==> src/rtl/qdi_pkg.sv <==
// Shared types and helpers for the binary-to-1-of-4 QDI transmitter.
package qdi_pkg;

  typedef enum logic [1:0] {
    IDLE,
    DATA,
    RTZ
  } qdiState_e;

  localparam logic [3:0] QDI_NEUTRAL_1OF4 = 4'b0000;

  function automatic logic [3:0] onehot_1of4(input logic [1:0] val);
    onehot_1of4 = 4'b0001 << val;
  endfunction

endpackage

==> src/rtl/qdi_sync_fifo.sv <==
// Small synchronous FIFO. The empty flag lags the occupancy count by one cycle,
// so a freshly pushed entry becomes poppable two edges after the push.
module qdi_sync_fifo #(
  parameter int WIDTH = 2,
  parameter int DEPTH = 4
) (
  input  logic             clk,
  input  logic             rst,
  input  logic             pushValid,
  output logic             pushReady,
  input  logic [WIDTH-1:0] pushData,
  input  logic             pop,
  output logic [WIDTH-1:0] popData,
  output logic             empty,
  output logic             occupied
);
  localparam int AW = $clog2(DEPTH);

  logic [WIDTH-1:0] mem [DEPTH];
  logic [AW-1:0]    wrPtr, rdPtr;
  logic [AW:0]      cnt;
  logic             headVld;
  logic             doPush, doPop;

  assign pushReady = (cnt != (AW+1)'(DEPTH));
  assign doPush    = pushValid && pushReady;
  assign doPop     = pop && headVld;
  assign popData   = mem[rdPtr];
  assign empty     = !headVld;
  assign occupied  = (cnt != '0);

  always_ff @(posedge clk) begin
    if (doPush) mem[wrPtr] <= pushData;
  end

  always_ff @(posedge clk) begin
    if (rst) begin
      wrPtr   <= '0;
      rdPtr   <= '0;
      cnt     <= '0;
      headVld <= 1'b0;
    end else begin
      if (doPush) wrPtr <= wrPtr + 1'b1;
      if (doPop)  rdPtr <= rdPtr + 1'b1;
      case ({doPush, doPop})
        2'b10:   cnt <= cnt + 1'b1;
        2'b01:   cnt <= cnt - 1'b1;
        default: cnt <= cnt;
      endcase
      // Cleared on a pop so the next head gets a full cycle to settle.
      headVld <= (cnt != '0) && !doPop;
    end
  end

endmodule

==> src/rtl/bin2qdi_sync_1of4.sv <==
// Clocked valid/ready 2-bit stream to 1-of-4 four-phase QDI channel bridge.
// Txe is synchronized; Tx only moves neutral->one-hot or one-hot->neutral.
module bin2qdi_sync_1of4
  import qdi_pkg::*;
#(
  parameter int DEPTH       = 4,
  parameter int SYNC_STAGES = 2,
  parameter int COUNT_W     = 16
) (
  input  logic               CLK,
  input  logic               RESET,
  input  logic [1:0]         in_data,
  input  logic               in_valid,
  output logic               in_ready,
  output logic [3:0]         Tx,
  input  logic               Txe,
  output logic [COUNT_W-1:0] tok_count,
  output logic               busy
);
  logic [SYNC_STAGES-1:0] txeSync;
  logic                   txeS;
  qdiState_e              state, stateNext;
  logic [3:0]             txNext;
  logic [COUNT_W-1:0]     cntNext;
  logic                   pop;
  logic [1:0]             head;
  logic                   fifoEmpty, fifoOcc;

  qdi_sync_fifo #(.WIDTH(2), .DEPTH(DEPTH)) uFifo (
    .clk      (CLK),
    .rst      (RESET),
    .pushValid(in_valid),
    .pushReady(in_ready),
    .pushData (in_data),
    .pop      (pop),
    .popData  (head),
    .empty    (fifoEmpty),
    .occupied (fifoOcc)
  );

  always_ff @(posedge CLK) begin
    if (RESET) txeSync <= '0;
    else       txeSync <= {txeSync[SYNC_STAGES-2:0], Txe};
  end

  assign txeS = txeSync[SYNC_STAGES-1];

  always_ff @(posedge CLK) begin
    if (RESET) begin
      state     <= IDLE;
      Tx        <= QDI_NEUTRAL_1OF4;
      tok_count <= '0;
    end else begin
      state     <= stateNext;
      Tx        <= txNext;
      tok_count <= cntNext;
    end
  end

  always_comb begin
    stateNext = state;
    txNext    = Tx;
    cntNext   = tok_count;
    pop       = 1'b0;
    case (state)
      IDLE: begin
        txNext = QDI_NEUTRAL_1OF4;
        if (txeS && !fifoEmpty) begin
          txNext    = onehot_1of4(head);
          pop       = 1'b1;
          stateNext = DATA;
        end
      end
      DATA: begin
        if (!txeS) begin
          txNext    = QDI_NEUTRAL_1OF4;
          cntNext   = tok_count + COUNT_W'(1);
          stateNext = RTZ;
        end
      end
      RTZ: begin
        txNext = QDI_NEUTRAL_1OF4;
        if (txeS) stateNext = IDLE;
      end
      default: begin
        txNext    = QDI_NEUTRAL_1OF4;
        stateNext = IDLE;
      end
    endcase
  end

  assign busy = (state != IDLE) || fifoOcc;

endmodule
==> config.mk <==
export PLATFORM = sky130hd
export DESIGN_NAME = bin2qdi_sync_1of4
export DESIGN_NICKNAME = d
export VERILOG_FILES = /design/src/rtl/qdi_pkg.sv /design/src/rtl/qdi_sync_fifo.sv /design/src/rtl/bin2qdi_sync_1of4.sv
export SDC_FILE = /design/constraint.sdc
export NUM_CORES = 1
export LEC_CHECK = 0
export ABC_AREA = 1
export CAP_MARGIN = 20
export CORE_ASPECT_RATIO = 1.1
export CORE_MARGIN = 8
export CORE_UTILIZATION = 30
export DETAILED_ROUTE_END_ITERATION = 16
export HOLD_SLACK_MARGIN = 0.1
export PLACE_DENSITY = 0.54
export SLEW_MARGIN = 0
export SYNTH_ARGS = -nofsm -noshare
export SYNTH_HDL_FRONTEND = slang
export SYNTH_SLANG_ARGS = --single-unit
==> constraint.sdc <==
create_clock -name CLK -period 4.72 [get_ports CLK]
set_input_delay 0.944 -clock CLK [delete_from_list [all_inputs] [get_ports CLK]]
set_output_delay 0.944 -clock CLK [all_outputs]
set_load 0.01 [all_outputs]
# After elaboration in Yosys (flattened, before gate mapping)
# Memory sizes are Yosys's and may differ from the RTL's. A register that Yosys moved wholly into a read port is not among the register bits.
# Cells that the tools add are included.
# word_totals
reg_bits,32
mem_bits_rw,8
out_inout_bits,22
word_cells,50
mem_count,1
# op_classes
addsub,5
n_eq_ne,8
shift,1
mux,14
bitwise_logic,1
reduce_logical,12
# mem_list
memory,depth,word_bits,read_ports,rd_clocked_by_memory_dff,write_ports,line_no,source
uFifo.mem,4,2,1,1,1,qdi_sync_fifo.sv:19,logic [WIDTH-1:0] mem [DEPTH];
# op_table
cell,count
$add 16x1->16 const B,1
$mux 2,5
$mux 4,2
$pmux 4 s2,1
$ne 2x2->1 const B,3
$pmux 2 s3,1
$pmux 3 s2,1
$add 2x1->2 const B,2
$eq 2x1->1 const B,2
$eq 2x2->1 const B,2
$logic_and 1x1->1,4
$mux 1,4
$reduce_bool 2->1,2
$shl 1x2->4 const A,1
$add 3x1->3 const B,1
$ne 3x3->1 const B,1
$reduce_and 3->1,1
$reduce_bool 3->1,1
$sub 3x1->3 const B,1
$logic_not 2->1,1
$reduce_and 2->1,1
$logic_not 1->1,1
$logic_or 1x1->1,1
$not 1->1,1

# Longest topological paths before layout
# Gate-level depths: netlist (run 1).
# logic_depth
ltp_word,6
depth_mapped,10
depth_no_buf,10

# Modules after synthesis
# A second synthesis (run 1) with hierarchy kept.
# unflattened
cells_unflattened,258
hier_area_um2,1996.9
# modules_own_cells
module,n_inst,cells_each,area_per_inst_um2
bin2qdi_sync_1of4,1,169,1177.4
qdi_sync_fifo,1,89,819.5

# Least setup slack after synthesis (run 1)
# Ideal clock, no wire load.
# synth_path
kind,input-to-reg
start,in in_valid
end,reg uFifo.cnt[2]
arrival_time_ns,2.110
slack_ns,2.488
cell_stages,8
n_path_buf,0
path_cell_list,nand2_1 > ha_1 > inv_1 > fa_1 > a21oi_1 > o21ai_0 > o21ai_0 > a21oi_1
# synth_via
elab_chain_len,3
elab_cells_between_ends,5
classes_between,eq/ne: 2; mux: 1; reduce/logical: 2
# synth_rtl
element,line_no,source
start: declaration,bin2qdi_sync_1of4.sv:13,"input logic in_valid,"
$logic_and 1x1->1 (*),qdi_sync_fifo.sv:26,assign doPush = pushValid && pushReady;
$eq 2x1->1 or $eq 2x2->1 (tied branches),qdi_sync_fifo.sv:45,"case ({doPush, doPop})"
$pmux 3 s2 or $reduce_bool 2->1 (tied branches),-,
end signal: assignment,qdi_sync_fifo.sv:46,2'b10: cnt <= cnt + 1'b1;
end signal: assignment,qdi_sync_fifo.sv:47,2'b01: cnt <= cnt - 1'b1;
end signal: assignment,qdi_sync_fifo.sv:48,default: cnt <= cnt;
end: declaration,qdi_sync_fifo.sv:21,logic [AW:0] cnt;
# Mark *: on every way between the ends. The rest lies on a longest branch, timed or not.
# A chain may end at the register's enable or synchronous reset.

# Worst setup path after layout (run 1)
# layout_path
start,reg uFifo.cnt[0]
end,out busy
# layout_via
elab_chain_len,2
# layout_rtl
element,line_no,source
$reduce_bool 3->1,qdi_sync_fifo.sv:30,assign occupied = (cnt != '0);
$logic_or 1x1->1,bin2qdi_sync_1of4.sv:92,assign busy = (state != IDLE) || fifoOcc;
end: declaration,bin2qdi_sync_1of4.sv:18,output logic busy
# No other way between the ends.

==> impl_metrics.json, run 1 <==
{
  "hold_viol_final": 0,
  "slew_viol_final": 0,
  "synthToLayoutAreaGrowth_pct": 25.13,
  "synth_cells": 244,
  "max-cap-violations": 0,
  "synth_compound_area_share_pct": 9.524,
  "synth_area_per_cell_um2": 7.753,
  "grt_pass1_vias": 1393,
  "nets": 289,
  "antenna_left": 0,
  "synth_top_family_by_area": "simple AND/OR/NAND/NOR gates",
  "drc": 0,
  "path_class": "flop to output pin",
  "dp_hpwl_mm": 2.749,
  "cp_max_fo": 4,
  "clock_sinks": 42,
  "start_util_pct": 30.92,
  "holdCritPathClass": "flop to flop",
  "fin_skew_ns": 0.002858,
  "cpMaxStageDelayCell": "clkdlybuf4s50_1",
  "status": "completed",
  "htreeDepth": 2,
  "grt_pass1_wl_mm": 6.230,
  "drt-total-wl_mm": 3.569,
  "final_cell_mix": "nand2_1 (57), inv_1 (39), nor2_1 (35), dfxtp_1 (34), clkdlybuf4s50_1 (27)",
  "cts_hold_buffers": 0,
  "synth_nets": 257,
  "cts_made_buffers": 5,
  "clk_pin_slew_ns": 0.08,
  "min_period_over_period_pct": 54.28,
  "syn_area_um2": 1892,
  "fin_area_um2": 2367,
  "cts_max_path_buffers": 2,
  "die_h_um": 99.29,
  "io_buffers": 27,
  "layout_commonest_cell": "nand2_1",
  "io_pins": 28,
  "yosys.area_share.simple_pct": 28.11,
  "worst_pin_slew_ns": 0.5208,
  "setup_viol": 0,
  "fmax_ghz": 0.3903,
  "path_delay_family": "simple AND/OR/NAND/NOR gates",
  "crit_buf_inv": 1,
  "cts_tree": "yes",
  "cp-start-kind": "flop",
  "insertion_delay_ns": 0.29,
  "rsz0062_at_grt": "no",
  "setup_tns_ns": 0,
  "dpl_cell_area_um2": 2253,
  "diodes": 0,
  "critPathCaptureType": "output pin",
  "routedWlPerCell_um": 9.997,
  "die_w_um": 91.72,
  "cts_setup_buffers": 0,
  "drive_above_1_share_pct": 5.776,
  "ys_seq_area_share_pct": 48.68,
  "die-area_um2": 9106,
  "synth_xor_area_share_pct": 0.4630,
  "fin_util_pct": 38.69,
  "core_um2": 6118,
  "grt_overflow": 0,
  "ys_seq_elements": 42,
  "synthMuxAreaShare_pct": 0,
  "ys_types": 23,
  "antenna_found_initial": 0,
  "finalCriticalPeriod_ns": 2.562,
  "required_ns": 3.78,
  "place_congestion": 0.7873,
  "track_usage_pct": 8.169,
  "post_cts_resized": 0,
  "vias": 1572,
  "synth_fa_ha_area_share_pct": 5.026,
  "cp_slowest_stage_delay_ns": 0.50,
  "pwr_density_cell_nw_per_um2": 298.1,
  "peakVddDrop_mv": 0.1219,
  "drt_iter0_drc": 79,
  "post_drt_via_cell_ratio": 4.403,
  "first_pass_iters": 4,
  "path_cells": "nor3_1 > nand2_1 > clkdlybuf4s50_1",
  "crit_arrival_ns": 1.62,
  "cts_root_buf": "clkbuf_8",
  "leakagePower_nw": 0.9099,
  "yosysWarnings": 0,
  "slew_headroom_pct": 65.17,
  "row_count": 30,
  "grt_max_degree": 19
}
## Yosys cell counts, drive strengths merged
cell type  count  area share, %
nand3         12            3.8
inv           39            7.7
a21oi         19            5.0
edfxtp         8             13
xor2           1           0.46
clkbuf         1           0.20
o21bai         2            1.2
nand2         58             12
nor3           5            1.6
o211ai         1           0.40
nand4          6            2.0
nor2          38            8.5
buf            1           0.26
ha             6            4.0
o21ai         11            2.9
dfxtp         34             36
and3           1           0.33
fa             1            1.1
## worst reg2reg max path, delay by kind of cell (launching register included)
family                   cells  cell delay [ns]
flip-flops                   1             0.36
buffers and inverters        2             0.27
AO/OA/AOI/OAI                4             0.46
AND/OR/NAND/NOR              2             0.25
adder cells (fa/ha/maj)      2             0.57
## report_power, final
group | switching [mW] | total, mW | internal [mW]
logic | 0.0275 | 0.0460 | 0.0185
clock network | 0.122 | 0.280 | 0.157
registers | 0.00506 | 0.380 | 0.375
total | 0.155 | 0.706 | 0.551
## state kept, by name, indices dropped and copies added, names as in the netlist, named ones only
register,count
Tx,4
state,2
tok_count,16
txeSync,2
uFifo.cnt,3
uFifo.headVld,1
uFifo.mem,8
uFifo.rdPtr,2
uFifo.wrPtr,2
## kinds of logic (layout without fill, tap and decap cells)
group	Yosys count	after routing
and+or+nand+nor	120	120
DFF	42	42
buffers and inverters	41	74
AOI/OAI and AO/OA	33	33
adders and majority gates	7	7
xor gates and xnor gates	1	1
## through the flow
step	std cells	setup slack, ns	hold WS [ns]	power (mW)
final	357	2.158	0.4114	0.7057
after detailed placement	349	1.946	0.3989	0.4348
after floorplan	244	2.488	0.3883	0.4174
after CTS	357	2.165	0.4161	0.7181
after global routing	357	2.017	0.4264	0.7368
after global placement	349	1.985	0.4056	0.4344
## area by class of cell
| type | count | area [µm²] |
|---|---|---|
| clock inverters | 3 | 45.04 |
| flip-flops and latches | 42 | 920.9 |
| repair buffers | 27 | 270.3 |
| clock buffers | 5 | 68.82 |
| well taps | 80 | 100.1 |
| multi-input cells | 161 | 815.8 |
| inverters | 39 | 146.4 |
| fillers | 638 | 3751 |
## layer usage
metal,track usage [%],part of all wire [%]
met1,9.757,46
met2,13.03,47
met3,2.638,6.1
met4,3.722,1.3
met5,0,0
## path summary, 6_finish.rpt
check                    start      endpoint  slack, ns  depth (start not counted)
hold reg to reg     txeSync[0]    txeSync[1]       0.41                          2
hold / removal      txeSync[0]    txeSync[1]       0.41                          2
setup / recovery  uFifo.cnt[0]          busy       2.16                          3
setup reg to reg      state[0]  uFifo.cnt[2]       2.70                         10
(Power assumes the default switching activity.)
==> inputs of run 2 (changes only) <==
- PLACE_DENSITY: 0.54 -> 0.56
- clock period: 4.72 -> 2.15 ns (I/O delays scaled with it)
==> run 2 against run 1 <==
  * Combinational power rose by 130%
  * Clock skew rose by 0.0056 ns
  * Register-to-register slack got worse by 2.4 ns
  * Sequential power is 120% higher
  * Critical path depth is the same
==> impl_metrics.json, run 2 (synthesized netlist as in run 1, its figures left out) <==
{
  "p_int_mw": 1.216,
  "reg.largest.list": "tok_count (16), uFifo.mem (8), Tx (4)",
  "setup_viol": 0,
  "grt_pass1_wl_mm": 6.548,
  "nets": 293,
  "routedWlPerCell_um": 10.49,
  "met2_usage_pct": 13.64,
  "fmax_ghz": 0.5231,
  "synthToLayoutAreaGrowth_pct": 26.92,
  "cts_made_buffers": 5,
  "crit_arrival_ns": 1.48,
  "path_class": "flop to output pin",
  "peakVddDrop_mv": 0.2216,
  "die_h_um": 99.29,
  "setup_tns_ns": 0,
  "drive_above_1_share_pct": 7.473,
  "dpl_cell_area_um2": 2283,
  "post_drt_via_cell_ratio": 4.374,
  "slew_viol_final": 0,
  "fillers": 657,
  "slew_headroom_pct": 68.22,
  "antenna_left": 0,
  "holdWs_ns": 0.4054,
  "vias": 1579,
  "regMostFlops": "tok_count",
  "required_ns": 1.72,
  "final_cell_mix": "nand2_1 (57), inv_1 (39), dfxtp_1 (34), nor2_1 (34), clkdlybuf4s50_1 (27)",
  "busiest_layer": "met2",
  "hold_viol_final": 0,
  "dpl.cell_count": 353,
  "p_seq_share_pct": 53.4,
  "max-cap-violations": 0,
  "place_ws_ns": 0.04886,
  "finalCriticalPeriod_ns": 1.912,
  "io_pins": 28,
  "swShare_pct": 22.35,
  "start_util_pct": 30.92,
  "leakagePower_nw": 0.9326,
  "total_power_mw": 1.566,
  "drt_iter0_drc": 85,
  "clk_pin_slew_ns": 0.08,
  "track_usage_pct": 8.670,
  "cp_max_fo": 4,
  "layout_commonest_cell": "nand2_1",
  "fin_skew_ns": 0.008473,
  "dp_hpwl_mm": 2.880,
  "diodes": 0,
  "die_w_um": 91.72,
  "first_pass_iters": 4,
  "fin_cells": 361,
  "drt-total-wl_mm": 3.788,
  "worst_pin_slew_ns": 0.4761,
  "io_buffers": 27,
  "min_period_over_period_pct": 88.92,
  "fin_area_um2": 2401,
  "fin_util_pct": 39.24,
  "insertion_delay_ns": 0.29,
  "clock_sinks": 42,
  "drc": 0,
  "place_congestion": 0.7993,
  "largest_register_ffs": 16,
  "switchingPower_mw": 0.3499,
  "htreeDepth": 2,
  "combPwrFrac_pct": 6.9,
  "holdCritPathClass": "flop to flop",
  "p_clk_share_pct": 39.8,
  "grtUsageMet3_pct": 2.638,
  "grt_overflow": 0,
  "cts_hold_buffers": 0,
  "fin_ws_ns": 0.2383,
  "status": "completed",
  "rsz0062_at_grt": "no",
  "cts_root_buf": "clkbuf_8",
  "core_um2": 6118,
  "antenna_found_initial": 0,
  "critPathCaptureType": "output pin",
  "cp-start-kind": "flop",
  "cts_max_path_buffers": 2,
  "row_count": 30,
  "pwr_density_cell_nw_per_um2": 652.1,
  "grt_max_degree": 16,
  "grt_pass1_vias": 1449,
  "use_met1_pct": 10.51,
  "cts_tree": "yes",
  "die-area_um2": 9106
}
[run 2: final timing paths]
kind                 from      endpoint  slack [ns]  depth (start not counted)
min            txeSync[0]    txeSync[1]        0.41                          2
min reg2reg    txeSync[0]    txeSync[1]        0.41                          2
max          uFifo.cnt[0]          busy        0.24                          3
max reg2reg      state[0]  uFifo.cnt[2]        0.28                         10
[run 2: timing repair]
action | CTS | global route
buffers inserted | 0 | 0
gates resized for setup | 0 | 3
setup endpoints to repair | 0 | 2
[run 2: layout make-up]
type                       instances  area (µm²)  area share [%]
tap                               80       100.1           4.169
multi-input combinational        161       823.3           34.29
inverter                          39       146.4           6.097
sequential                        42       920.9           38.35
clock inverter                     2       37.54           1.563
clock buffer                       6       72.57           3.022
timing repair buffer              31       300.3           12.51
[run 2: worst max-delay path, cell delays in order (launching register included)]
cell	delay [ns]
dfxtp_1	0.35
nor3_2	0.26
nand2_1	0.09
clkdlybuf4s50_1	0.49
[run 2: power groups by stage]
stage | clock network, mW | logic [mW] | registers [mW]
final | 0.623 | 0.107 | 0.836
after global routing | 0.675 | 0.125 | 0.839
after CTS | 0.639 | 0.109 | 0.835
after detailed placement | 0 | 0.108 | 0.853
after global placement | 0 | 0.106 | 0.853
after floorplan | 0 | 0.0654 | 0.851
[run 2: per-layer routing]
metal  vias to the layer above  wire length (µm)
li1                        847                 -
met5                         -                 0
met2                        19              1744
met1                       707              1800
met4                         0                75
met3                         6               168
==> inputs of run 3 (changes only) <==
- MAX_ROUTING_LAYER: unset -> met4
==> run 3 against run 2 <==
  * Clock skew hardly changed
  * Final cell count stayed put
  * Routed wire length is 0.13% lower
  * Die area stayed put
  * Critical endpoint unchanged
  * Non-clock buffer count stayed put
  * Total power hardly changed
  * Sequential share of layout area stayed put
  * Combinational power hardly changed
  * Utilization stayed put
  * Fmax hardly changed
  * Critical path depth stayed put
==> impl_metrics.json, run 3 (synthesized netlist as in run 1, its figures left out) <==
{
  "dpl_cell_area_um2": 2283,
  "hold_viol_final": 0,
  "cpMaxStageDelayCell": "clkdlybuf4s50_1",
  "clk_pin_slew_ns": 0.08,
  "path_class": "flop to output pin",
  "cp_max_fo": 4,
  "leakagePower_nw": 0.9326,
  "finalCriticalPeriod_ns": 1.912,
  "grt_max_degree": 16,
  "setup_viol": 0,
  "routedWlPerCell_um": 10.48,
  "regMostFlops": "tok_count",
  "pwr_density_cell_nw_per_um2": 652.1,
  "crit_arrival_ns": 1.48,
  "fin_skew_ns": 0.008502,
  "cp_slowest_stage_delay_ns": 0.49,
  "cp-start-kind": "flop",
  "required_ns": 1.72,
  "fmax_ghz": 0.5229,
  "antenna_left": 0,
  "cts_max_path_buffers": 2,
  "largest_register_ffs": 16,
  "grt_pass1_vias": 1451,
  "grt_pass1_wl_mm": 6.534,
  "final_cell_mix": "nand2_1 (57), inv_1 (39), dfxtp_1 (34), nor2_1 (34), clkdlybuf4s50_1 (27)",
  "diodes": 0,
  "synthToLayoutAreaGrowth_pct": 26.92,
  "slew_headroom_pct": 68.46,
  "die_h_um": 99.29,
  "drt-total-wl_mm": 3.783,
  "path_cells": "nor3_2 > nand2_1 > clkdlybuf4s50_1",
  "post_drt_via_cell_ratio": 4.374,
  "reg.largest.list": "tok_count (16), uFifo.mem (8), Tx (4)",
  "min_period_over_period_pct": 88.95,
  "fillers": 657,
  "slew_viol_final": 0,
  "rsz0062_at_grt": "no",
  "max-cap-violations": 0,
  "holdCritPathClass": "flop to flop",
  "drt_iter0_drc": 88,
  "critPathCaptureType": "output pin",
  "drc": 0,
  "nets": 293,
  "setup_tns_ns": 0,
  "seq_area_um2": 920.9,
  "dp_hpwl_mm": 2.880,
  "cp-startpoint": "uFifo.cnt[0]",
  "layout_commonest_cell": "nand2_1",
  "worst_pin_slew_ns": 0.4725,
  "first_pass_iters": 4,
  "cts_root_buf": "clkbuf_8",
  "htreeDepth": 2,
  "antenna_found_initial": 0,
  "insertion_delay_ns": 0.29,
  "track_usage_pct": 8.908,
  "worstHoldStart": "txeSync[0]",
  "die_w_um": 91.72,
  "grt_overflow": 0,
  "row_count": 30,
  "io_pins": 28,
  "clock_sinks": 42,
  "place_congestion": 0.8107,
  "die-area_um2": 9106,
  "drive_above_1_share_pct": 7.473,
  "status": "completed",
  "cts_made_buffers": 5,
  "vias": 1579,
  "cts_hold_buffers": 0,
  "cts_tree": "yes",
  "fin_area_um2": 2401,
  "multi_input_area_um2": 823.3,
  "io_buffers": 27,
  "start_util_pct": 30.92,
  "peakVddDrop_mv": 0.2216,
  "r2r_start": "state[0]",
  "core_um2": 6118
}
==> run 3: final timing paths <==
kind	to	slack [ns]	depth (start not counted)
worst max-delay path	busy	0.24	3
worst max register to register	uFifo.cnt[2]	0.27	10
worst min-delay path	txeSync[1]	0.41	2
worst min register to register	txeSync[1]	0.41	2
==> run 3: power breakdown <==
group	total, mW	switching (mW)	leakage, nW	internal, mW
Sequential	0.836	0.0124	0.349	0.823
Combinational	0.107	0.0613	0.532	0.0460
Clock	0.623	0.276	0.0514	0.347
==> run 3: timing repair <==
action,CTS,global route
buffers inserted,0,0
gates resized for setup,0,3
endpoints found under the setup margin,0,2
==> run 3: final cells by class <==
type | instances | share of cell area [%]
Clock buffer | 6 | 3.022
Clock inverter | 2 | 1.563
Inverter | 39 | 6.097
Multi-Input combinational cell | 161 | 34.29
Sequential cell | 42 | 38.35
Tap cell | 80 | 4.169
Timing Repair Buffer | 31 | 12.51
==> run 3: metrics by stage <==
stage / cells / hold WS (ns) / util [%] / power (mW) / setup slack, ns
final: 361 / 0.4052 / 39.24 / 1.566 / 0.2375
after global routing: 361 / 0.4173 / 39.24 / 1.639 / 0.01064
after CTS: 361 / 0.4088 / 39.12 / 1.583 / 0.1278
after detailed placement: 353 / 0.3968 / 37.32 / 0.9612 / 0.04886
after global placement: 353 / 0.3928 / 37.32 / 0.9584 / 0.09523
after floorplan: 244 / 0.3883 / - / 0.9163 / 0.2824
==> run 3: layer usage <==
layer	up-vias	global-route usage [%]	share of wire (%)
met5	-	-	0
met4	0	4.218	2.0
met3	6	2.487	3.9
met2	19	13.64	46
met1	706	10.60	48
li1	848	-	-
==> run 3: critical path: cells and delay by family, from the launching register on <==
family	cells	cell delay (ns)
simple gates	2	0.35
flops	1	0.35
buf+inv	1	0.49
